File: src/rtl/calc_pkg.sv
// Shared definitions for the calculator display path: op codes, sequencer states
// and digit blanking masks (bit n set = digit n dark).
package calc_pkg;

   localparam logic [2:0] OP_NONE = 3'd0;
   localparam logic [2:0] OP_SAVE = 3'd1;
   localparam logic [2:0] OP_ADD  = 3'd2;
   localparam logic [2:0] OP_SUB  = 3'd3;
   localparam logic [2:0] OP_MUL  = 3'd4;
   localparam logic [2:0] OP_DIV  = 3'd5;

   typedef enum logic [1:0] {
      ST_IDLE     = 2'd0,
      ST_SHOW_OP  = 2'd1,
      ST_WAIT_RES = 2'd2,
      ST_SHOW_RES = 2'd3
   } state_t;

   localparam logic [3:0] BLANK_NONE = 4'b0000;
   localparam logic [3:0] BLANK_ALL  = 4'b1111;
   localparam logic [3:0] BLANK_TOP  = 4'b1000;

   function automatic logic op_valid(input logic [2:0] op);
      case (op)
         OP_SAVE, OP_ADD, OP_SUB, OP_MUL, OP_DIV: return 1'b1;
         default:                                 return 1'b0;
      endcase
   endfunction

endpackage

File: src/rtl/digit_scan.sv
// Digit scan timebase: each of the 4 digits is selected for SCAN_DIV cycles in turn.
// Free-running from reset; an_pat is the active-low anode pattern for idx (combinational).
module digit_scan #(
   parameter int SCAN_DIV = 50000
) (
   input  logic       clk,
   input  logic       rst,
   output logic [1:0] idx,
   output logic [3:0] an_pat
);

   localparam int CW = $clog2(SCAN_DIV);

   logic [CW-1:0] scan_cnt;
   logic          scan_wrap;

   assign scan_wrap = (scan_cnt == CW'(SCAN_DIV - 1));

   always_ff @(posedge clk) begin
      if (rst) begin
         scan_cnt <= '0;
         idx      <= 2'd0;
      end else if (scan_wrap) begin
         scan_cnt <= '0;
         idx      <= idx + 2'd1;
      end else begin
         scan_cnt <= scan_cnt + 1'b1;
      end
   end

   assign an_pat = ~(4'b0001 << idx);

endmodule

File: src/rtl/calc_display_ctrl.sv
// Display sequencer: shows the op mnemonic for HOLD_CYCLES after a strobe, then the ALU result.
// AN/DIGIT are registered (1 cycle behind state/idx); no backpressure, inputs are pulses.
module calc_display_ctrl
   import calc_pkg::*;
#(
   parameter int SCAN_DIV    = 50000,
   parameter int HOLD_CYCLES = 100000000
) (
   input  logic        clk,
   input  logic        rst,
   input  logic [2:0]  op_sel,
   input  logic        op_strobe,
   input  logic [15:0] result,
   input  logic        result_valid,
   input  logic [15:0] mnemonic,
   output logic [2:0]  op_code,
   output logic [3:0]  digit,
   output logic [3:0]  an,
   output logic        busy
);

   localparam int HW = $clog2(HOLD_CYCLES);

   state_t        state, state_nxt;
   logic [HW-1:0] hold_cnt;
   logic          hold_done;
   logic [15:0]   res_reg;
   logic          pending;
   logic [1:0]    idx;
   logic [3:0]    an_pat;
   logic [15:0]   src;
   logic [3:0]    blank;
   logic [3:0]    an_nxt;
   logic [3:0]    digit_nxt;

   digit_scan #(.SCAN_DIV(SCAN_DIV)) u_scan (
      .clk    (clk),
      .rst    (rst),
      .idx    (idx),
      .an_pat (an_pat)
   );

   assign hold_done = (hold_cnt == HW'(HOLD_CYCLES - 1));

   always_ff @(posedge clk) begin
      if (rst) begin
         state    <= ST_IDLE;
         op_code  <= OP_NONE;
         hold_cnt <= '0;
         res_reg  <= 16'h0000;
         pending  <= 1'b0;
         an       <= BLANK_ALL;
         digit    <= 4'h0;
      end else begin
         state <= state_nxt;
         an    <= an_nxt;
         digit <= digit_nxt;
         if (result_valid) begin
            res_reg <= result;
            pending <= 1'b1;
         end
         // a strobe overrides pending, but a same-cycle result stays latched
         if (op_strobe) begin
            hold_cnt <= '0;
            if (op_valid(op_sel)) begin
               op_code <= op_sel;
               pending <= result_valid;
            end else begin
               op_code <= OP_NONE;
               pending <= 1'b0;
            end
         end else if (state == ST_SHOW_OP && !hold_done) begin
            hold_cnt <= hold_cnt + 1'b1;
         end
      end
   end

   always_comb begin
      state_nxt = state;
      if (op_strobe) begin
         state_nxt = op_valid(op_sel) ? ST_SHOW_OP : ST_IDLE;
      end else begin
         case (state)
            ST_SHOW_OP: begin
               // a result arriving on the final hold cycle must not be stranded in WAIT_RES
               if (hold_done)
                  state_nxt = (pending || result_valid) ? ST_SHOW_RES : ST_WAIT_RES;
            end
            ST_WAIT_RES: begin
               if (result_valid) state_nxt = ST_SHOW_RES;
            end
            default: state_nxt = state;
         endcase
      end
   end

   always_comb begin
      src   = mnemonic;
      blank = BLANK_NONE;
      case (state)
         ST_IDLE:     blank = BLANK_ALL;
         ST_SHOW_OP,
         ST_WAIT_RES: blank = (op_code == OP_SAVE) ? BLANK_NONE : BLANK_TOP;
         ST_SHOW_RES: src   = res_reg;
         default:     blank = BLANK_ALL;
      endcase
      an_nxt    = blank[idx] ? 4'b1111 : an_pat;
      digit_nxt = blank[idx] ? 4'h0 : src[{idx, 2'b00} +: 4];
   end

   assign busy = (state == ST_SHOW_OP) || (state == ST_WAIT_RES);

endmodule
File: config.mk
export PLATFORM = sky130hd
export DESIGN_NAME = calc_display_ctrl
export DESIGN_NICKNAME = d
export VERILOG_FILES = /design/src/rtl/calc_pkg.sv /design/src/rtl/digit_scan.sv /design/src/rtl/calc_display_ctrl.sv
export SDC_FILE = /design/constraint.sdc
export NUM_CORES = 1
export LEC_CHECK = 0
export CAP_MARGIN = 20
export CORE_ASPECT_RATIO = 1.2
export CORE_UTILIZATION = 50
export DETAILED_ROUTE_END_ITERATION = 6
export GPL_TIMING_DRIVEN = 0
export PLACE_DENSITY = 0.8
export SETUP_SLACK_MARGIN = 0.3
export SLEW_MARGIN = 20
export SYNTH_ARGS = -nofsm -noshare
export SYNTH_HDL_FRONTEND = slang
export SYNTH_SLANG_ARGS = --single-unit
export TNS_END_PERCENT = 10
File: constraint.sdc
create_clock -name clk -period 2.4 [get_ports clk]
set_input_delay 0.24 -clock clk [delete_from_list [all_inputs] [get_ports clk]]
set_output_delay 0.24 -clock clk [all_outputs]
set_load 0.01 [all_outputs]
==> results of run 1 <==
-- how the worst max path moves through the flow --
stage                        from                  end  cells after the start
5_1_grt        u_scan.scan_cnt[0]  u_scan.scan_cnt[14]                      7
3_3_place_gp                  rst          hold_cnt[2]                      6
6_report                 state[0]                 busy                      3
3_5_place_dp                  rst          hold_cnt[2]                      6
4_1_cts                  state[1]         hold_cnt[17]                      7
2_1_floorplan         hold_cnt[0]         hold_cnt[14]                      7
-- through the flow --
stage | setup slack [ns] | hold slack (ns) | instance area, um^2 | total power, mW | instances
after floorplan | 0.581 | 0.387 | 3590 | 1.44 | 384
after detailed placement | 0.0571 | 0.455 | 4190 | 1.56 | 520
final | 0.418 | 0.454 | 4410 | 2.55 | 536
after global placement | 0.0964 | 0.439 | 4190 | 1.55 | 520
after global routing | 0.276 | 0.451 | 4410 | 2.65 | 536
after CTS | 0.320 | 0.444 | 4400 | 2.56 | 536
-- kinds of logic after synthesis --
family,Yosys count
compound gates,42
xor+xnor,29
fa+ha+maj,12
buf+inv,24
flops,75
mux,26
simple gates,176
-- worst min-delay path, delay by kind of cell --
kind          cells  cell delay (ns)
buf+inv           1             0.26
mux               1             0.19
simple gates      1             0.07
-- area by class of cell --
type                    count  area, um^2  share of cell area, %
multi-input cells         285        1990                   45.2
plain buffers              15        73.8                   1.67
repair buffers             49         490                   11.1
clock buffers              10         138                   3.12
well taps                  87         109                   2.47
inverters                   9        33.8                  0.766
clock inverters             6        71.3                   1.62
flip-flops and latches     75        1500                   34.1
-- where the power goes --
| group | switching [mW] | total, mW | leakage [nW] | internal (mW) |
|---|---|---|---|---|
| Clock | 0.490 | 1.01 | 0.0995 | 0.517 |
| Sequential | 0.0223 | 1.30 | 0.610 | 1.28 |
| Combinational | 0.107 | 0.240 | 0.890 | 0.134 |
-- cells in the final DEF (no fill, tap or decap), types with 7 or more instances in the layout --
cell type	Yosys	final
nand3_1	16	16
nor3_1	9	9
mux4_2	8	8
nor4_1	7	7
clkbuf_8	0	10
o211ai_1	7	7
ha_1	12	11
a21oi_1	17	17
nor2_1	57	57
nand4_1	9	9
mux2i_1	17	17
clkbuf_1	9	9
or4_1	9	9
xnor2_1	16	16
xor2_1	13	13
clkdlybuf4s50_1	0	49
inv_1	9	9
nand2_1	33	33
dfxtp_1	75	73
-- metal layers --
metal / GRT usage (%) / wire length, um / vias to the layer above
met5: 0 / 0 / -
met2: 39.7 / 3970 / 81
li1: - / - / 1497
met3: 7.05 / 385 / 17
met1: 24.2 / 3180 / 1417
met4: 10.5 / 193 / 0
==> impl_metrics.ini, run 1 <==
[timing]
fmax_mhz = 505
worstMarginPinSlew_ns = 0.599
setup_tns_ns = 0
maxSlewViolCount = 0
slew_headroom_pct = 60.0
fin_skew_ns = 0.0105
hold_violations = 0
grt_setup_unrepaired = yes
fin_crit_sh_pct = 82.6
finalSetupViolations = 0
post-route-min-period_ns = 1.98

[synth]
yosysTopAreaCell = dfxtp_1
syn-cell-area_um2 = 3590
synth_edf_count = 0
synth_commonest_cells = dfxtp_1, nor2_1, nand2_1, a21oi_1, mux2i_1
synth-compound-area-share_pct = 7.81
ys_warn_count = 0
synth_flop_cell = dfxtp_1
synth-seq-cells = 75
synthMuxAreaShare_pct = 10.1
synth.avg_cell_area_um2 = 9.34
async_reset_ff_share_pct = 0
netlist_instances = 384
synth_fa_ha_area_share_pct = 4.19
synth_xor_area_share_pct = 7.08
synthTopCellsByArea = dfxtp_1, nor2_1, mux4_2, mux2i_1, ha_1
yosys.area_share.simple_pct = 26.1
ys_seq_area_share_pct = 41.9
synth_top_family_by_area = simple AND/OR/NAND/NOR gates
synth_nets = 435
netlist-cell-type-count = 52
yosys.area.top_type_share_pct = 41.9
synth_most_common_cell = dfxtp_1

[floorplanning]
initial_core_util_pct = 52.0
rows = 33
num_io_pins = 51
coreArea_um2 = 6900
die_height_um = 94.8
dieWidth_um = 79.3
die_area_um2 = 7520

[placement]
portBuffers = 49
gp_congestion = 0.841
dpl.hpwl_um = 5820

[finish]
area_growth_pct = 23.0
nFillCells = 555
layout-drive-gt1-share_pct = 9.58
final_core_util_pct = 64.0
largest_reg_flops = 27
antennaDiodeCount = 0
fin_nets = 495

[critical_path]
path_delay_family = buffers and inverters
crit_path_max_incr_delay_ns = 0.56
r2r_start = hold_cnt[0]
crit_required_ns = 2.16
worstReg2RegEnd = hold_cnt[14]
crit_type = flip-flop to output pin
crit_arrival_ns = 1.74
path_cells = inv_1 -> ha_1 -> clkdlybuf4s50_1
start_kind = flip-flop
r2r_slack_ns = 0.45
critical_path_buf_inv_count = 2
cp-end-kind = output pin
r2r_cells = 7
crit_fanout = 4
cpMaxStageDelayCell = clkdlybuf4s50_1

[detailed_routing]
wl_per_cell_um = 14.4
num_vias = 3012
postRouteAntennaNets = 0
finalWirelength_um = 7730
vias_per_cell = 5.62
drtIter0Drc = 156
dr.pass1.iters = 4
drc = 0

[clocking]
clock_tree.root_cell = clkbuf_8
clk_latency_ns = 0.35
cts_buffer_depth = 2
clkSlewWorstSetupHoldPaths_ns = 0.08
post_cts_buffers = 0
cts_made_buffers = 9
cts_resized = 0
clock-sinks = 75
cts_tree = yes
htree_levels = 3
ctsHoldBuffers = 0

[worst_hold_path]
hp-start = result_valid
min_to = res_reg[6]
hold_class = input pin to flip-flop
min_path_cells = 3

[grt]
grt_max_degree = 15
grt_pass1_vias = 2930
grtUsageTotal_pct = 22.4
overflow = 0
grt_pass1_wl_um = 13000
antenna_found_initial = 0

[flow_run]
max_cap_viol_count = 0

[power]
p_leak_nw = 1.60
powerDensity_nw_per_um2 = 577
ir_worst_vdd_mv = 0.413

[outcome]
outcome = complete, no violations
Power figures use the tool's default switching activity.
==> run 2, diff against run 1 <==
- CORE_UTILIZATION: 50 -> 49
- PLACE_DENSITY: 0.8 -> 0.82
- clock period: 2.4 -> 1.6 ns (I/O delays scaled with it)
==> run 2 against run 1 <==
  * Flip-flop and latch count unchanged
  * The run now ends with negative setup slack left
  * Die area rose by 2.0%
  * Sequential power rose by 50%
  * Global-route usage rose by 3.5 points
  * Non-clock buffer count grew 27
  * Highest routed layer unchanged
  * Hold slack got worse by 0.061 ns
==> impl_metrics.ini, run 2 (same netlist as run 1, synthesis figures left out) <==
[critical_path]
cp-end-kind = flip-flop
r2r_start = hold_cnt[0]
crit_required_ns = 1.88
worstReg2RegEnd = hold_cnt[8]
cpMaxStageDelayCell = or4_1
r2r_slack_ns = -0.20
r2r_cells = 7
crit_type = flip-flop to flip-flop
crit_fanout = 8
crit_arrival_ns = 2.09
crit_path_max_incr_delay_ns = 0.52
start_kind = flip-flop
path_cells = ha_4 -> and3_4 -> nand4_4 -> and4bb_1 -> buf_6 -> or4_1 -> nand2_1

[placement]
dpl.cell_count = 520
portBuffers = 49
dpl.hpwl_um = 5810
dp_slack_ns = -0.652
gp_congestion = 0.843

[power]
power_mw = 4.15
ir_worst_vdd_mv = 0.787
powerDensity_nw_per_um2 = 825
p_int_mw = 3.17
combPwrFrac_pct = 9.9
power_frac_clock_pct = 43.3
switchingPower_uw = 982
p_seq_share_pct = 46.9
p_sw_share_pct = 23.7
p_leak_nw = 1.89

[detailed_routing]
drc = 0
drtIter0Drc = 274
dr.pass1.iters = 4
vias_per_cell = 5.93
num_vias = 3346
wl_per_cell_um = 18.0
finalWirelength_um = 10200
postRouteAntennaNets = 0

[finish]
layout-drive-gt1-share_pct = 29.6
final_cell_mix = nor2_1, dfxtp_1, clkdlybuf4s50_1, nand2_1, buf_4
layout_commonest_cell = nor2_1
antennaDiodeCount = 0
fin_cells = 564
largest_reg_flops = 27
fin_nets = 523
nFillCells = 438
final_core_util_pct = 72.5
area_growth_pct = 40.3

[floorplanning]
die_area_um2 = 7670
rows = 33
coreArea_um2 = 6940
dieWidth_um = 80.1
num_io_pins = 51
die_height_um = 95.7
initial_core_util_pct = 51.7

[clocking]
clk_latency_ns = 0.35
htree_levels = 3
cts_buffer_depth = 2
cts_made_buffers = 9
ctsHoldBuffers = 0
clock-sinks = 75
cts_tree = yes
clock_tree.root_cell = clkbuf_8
clkSlewWorstSetupHoldPaths_ns = 0.08

[timing]
setup_tns_ns = -1.47
finalSetupViolations = 18
worstMarginPinSlew_ns = 0.622
fmax_mhz = 555
post-route-min-period_ns = 1.80
maxSlewViolCount = 0
slew_headroom_pct = 58.4
fin_crit_sh_pct = 113
grt_setup_unrepaired = yes
hold_violations = 0
setup_slack_ns = -0.203
fin_skew_ns = 0.0142

[worst_hold_path]
min_to = res_reg[6]
min_path_cells = 3
hp-start = result_valid
hold_class = input pin to flip-flop

[flow_run]
max_cap_viol_count = 0

[outcome]
failed_checks = negative setup slack
outcome = complete, but fails checks

[grt]
antenna_found_initial = 0
grt_pass1_vias = 3288
grt_max_degree = 14
grtUsageTotal_pct = 26.0
overflow = 0
grt_pass1_wl_um = 15200
## run 2: per-layer routing
| metal | vias up | part of all wire, % | routed length, um | GRT usage (%) |
|---|---|---|---|---|
| li1 | 1561 | - | - | - |
| met1 | 1606 | 38 | 3830 | 27.5 |
| met2 | 142 | 53 | 5400 | 48.7 |
| met3 | 37 | 5.8 | 588 | 4.64 |
| met4 | 0 | 3.5 | 359 | 13.7 |
| met5 | - | 0 | 0 | 0 |
## run 2: power groups by stage
| stage | logic [mW] | clock network (mW) | registers [mW] |
|---|---|---|---|
| 2_1_floorplan | 0.181 | 0 | 1.99 |
| 3_3_place_gp | 0.344 | 0 | 1.99 |
| 3_5_place_dp | 0.357 | 0 | 1.99 |
| 4_1_cts | 0.395 | 1.79 | 1.95 |
| 5_1_grt | 0.441 | 1.85 | 1.95 |
| 6_report | 0.410 | 1.80 | 1.95 |
## run 2: layout make-up
cell class	count	area, um^2	share of cell area (%)
multi-input combinational	286	2280	45.2
sequential	75	1560	30.9
timing repair buffer	76	697	13.8
clock buffer	10	128	2.54
buffer	15	118	2.34
clock inverter	6	114	2.26
tap	87	109	2.16
inverter	9	36.3	0.721
## run 2: worst max-delay path, delay by kind of cell (launching register included)
kind	cells	cell delay (ns)
buffers and inverters	1	0.14
adder cells (fa/ha/maj)	1	0.16
flip-flops	1	0.36
AND/OR/NAND/NOR	5	1.08
## run 2: worst max-delay path by stage
stage / start / to / cells after the start
6_report: hold_cnt[0] / hold_cnt[8] / 7
5_1_grt: hold_cnt[0] / hold_cnt[8] / 7
3_5_place_dp: rst / hold_cnt[2] / 6
2_1_floorplan: hold_cnt[0] / hold_cnt[8] / 7
3_3_place_gp: rst / hold_cnt[5] / 6
4_1_cts: hold_cnt[0] / hold_cnt[8] / 7
## run 2: what timing repair did
action | 4_1_cts | 5_1_grt
buffers inserted | 16 | 10
cloned | 1 | 1
resized for setup | 87 | 33
pin swaps | 19 | 29
endpoints found under the setup margin | 85 | 56
## run 2: stage by stage
step	hold slack (ns)	instance area, um^2
finish	0.393	5030
global route	0.404	5030
CTS	0.379	4810
detailed placement	0.465	4220
global placement	0.440	4220
floorplan	0.307	3620
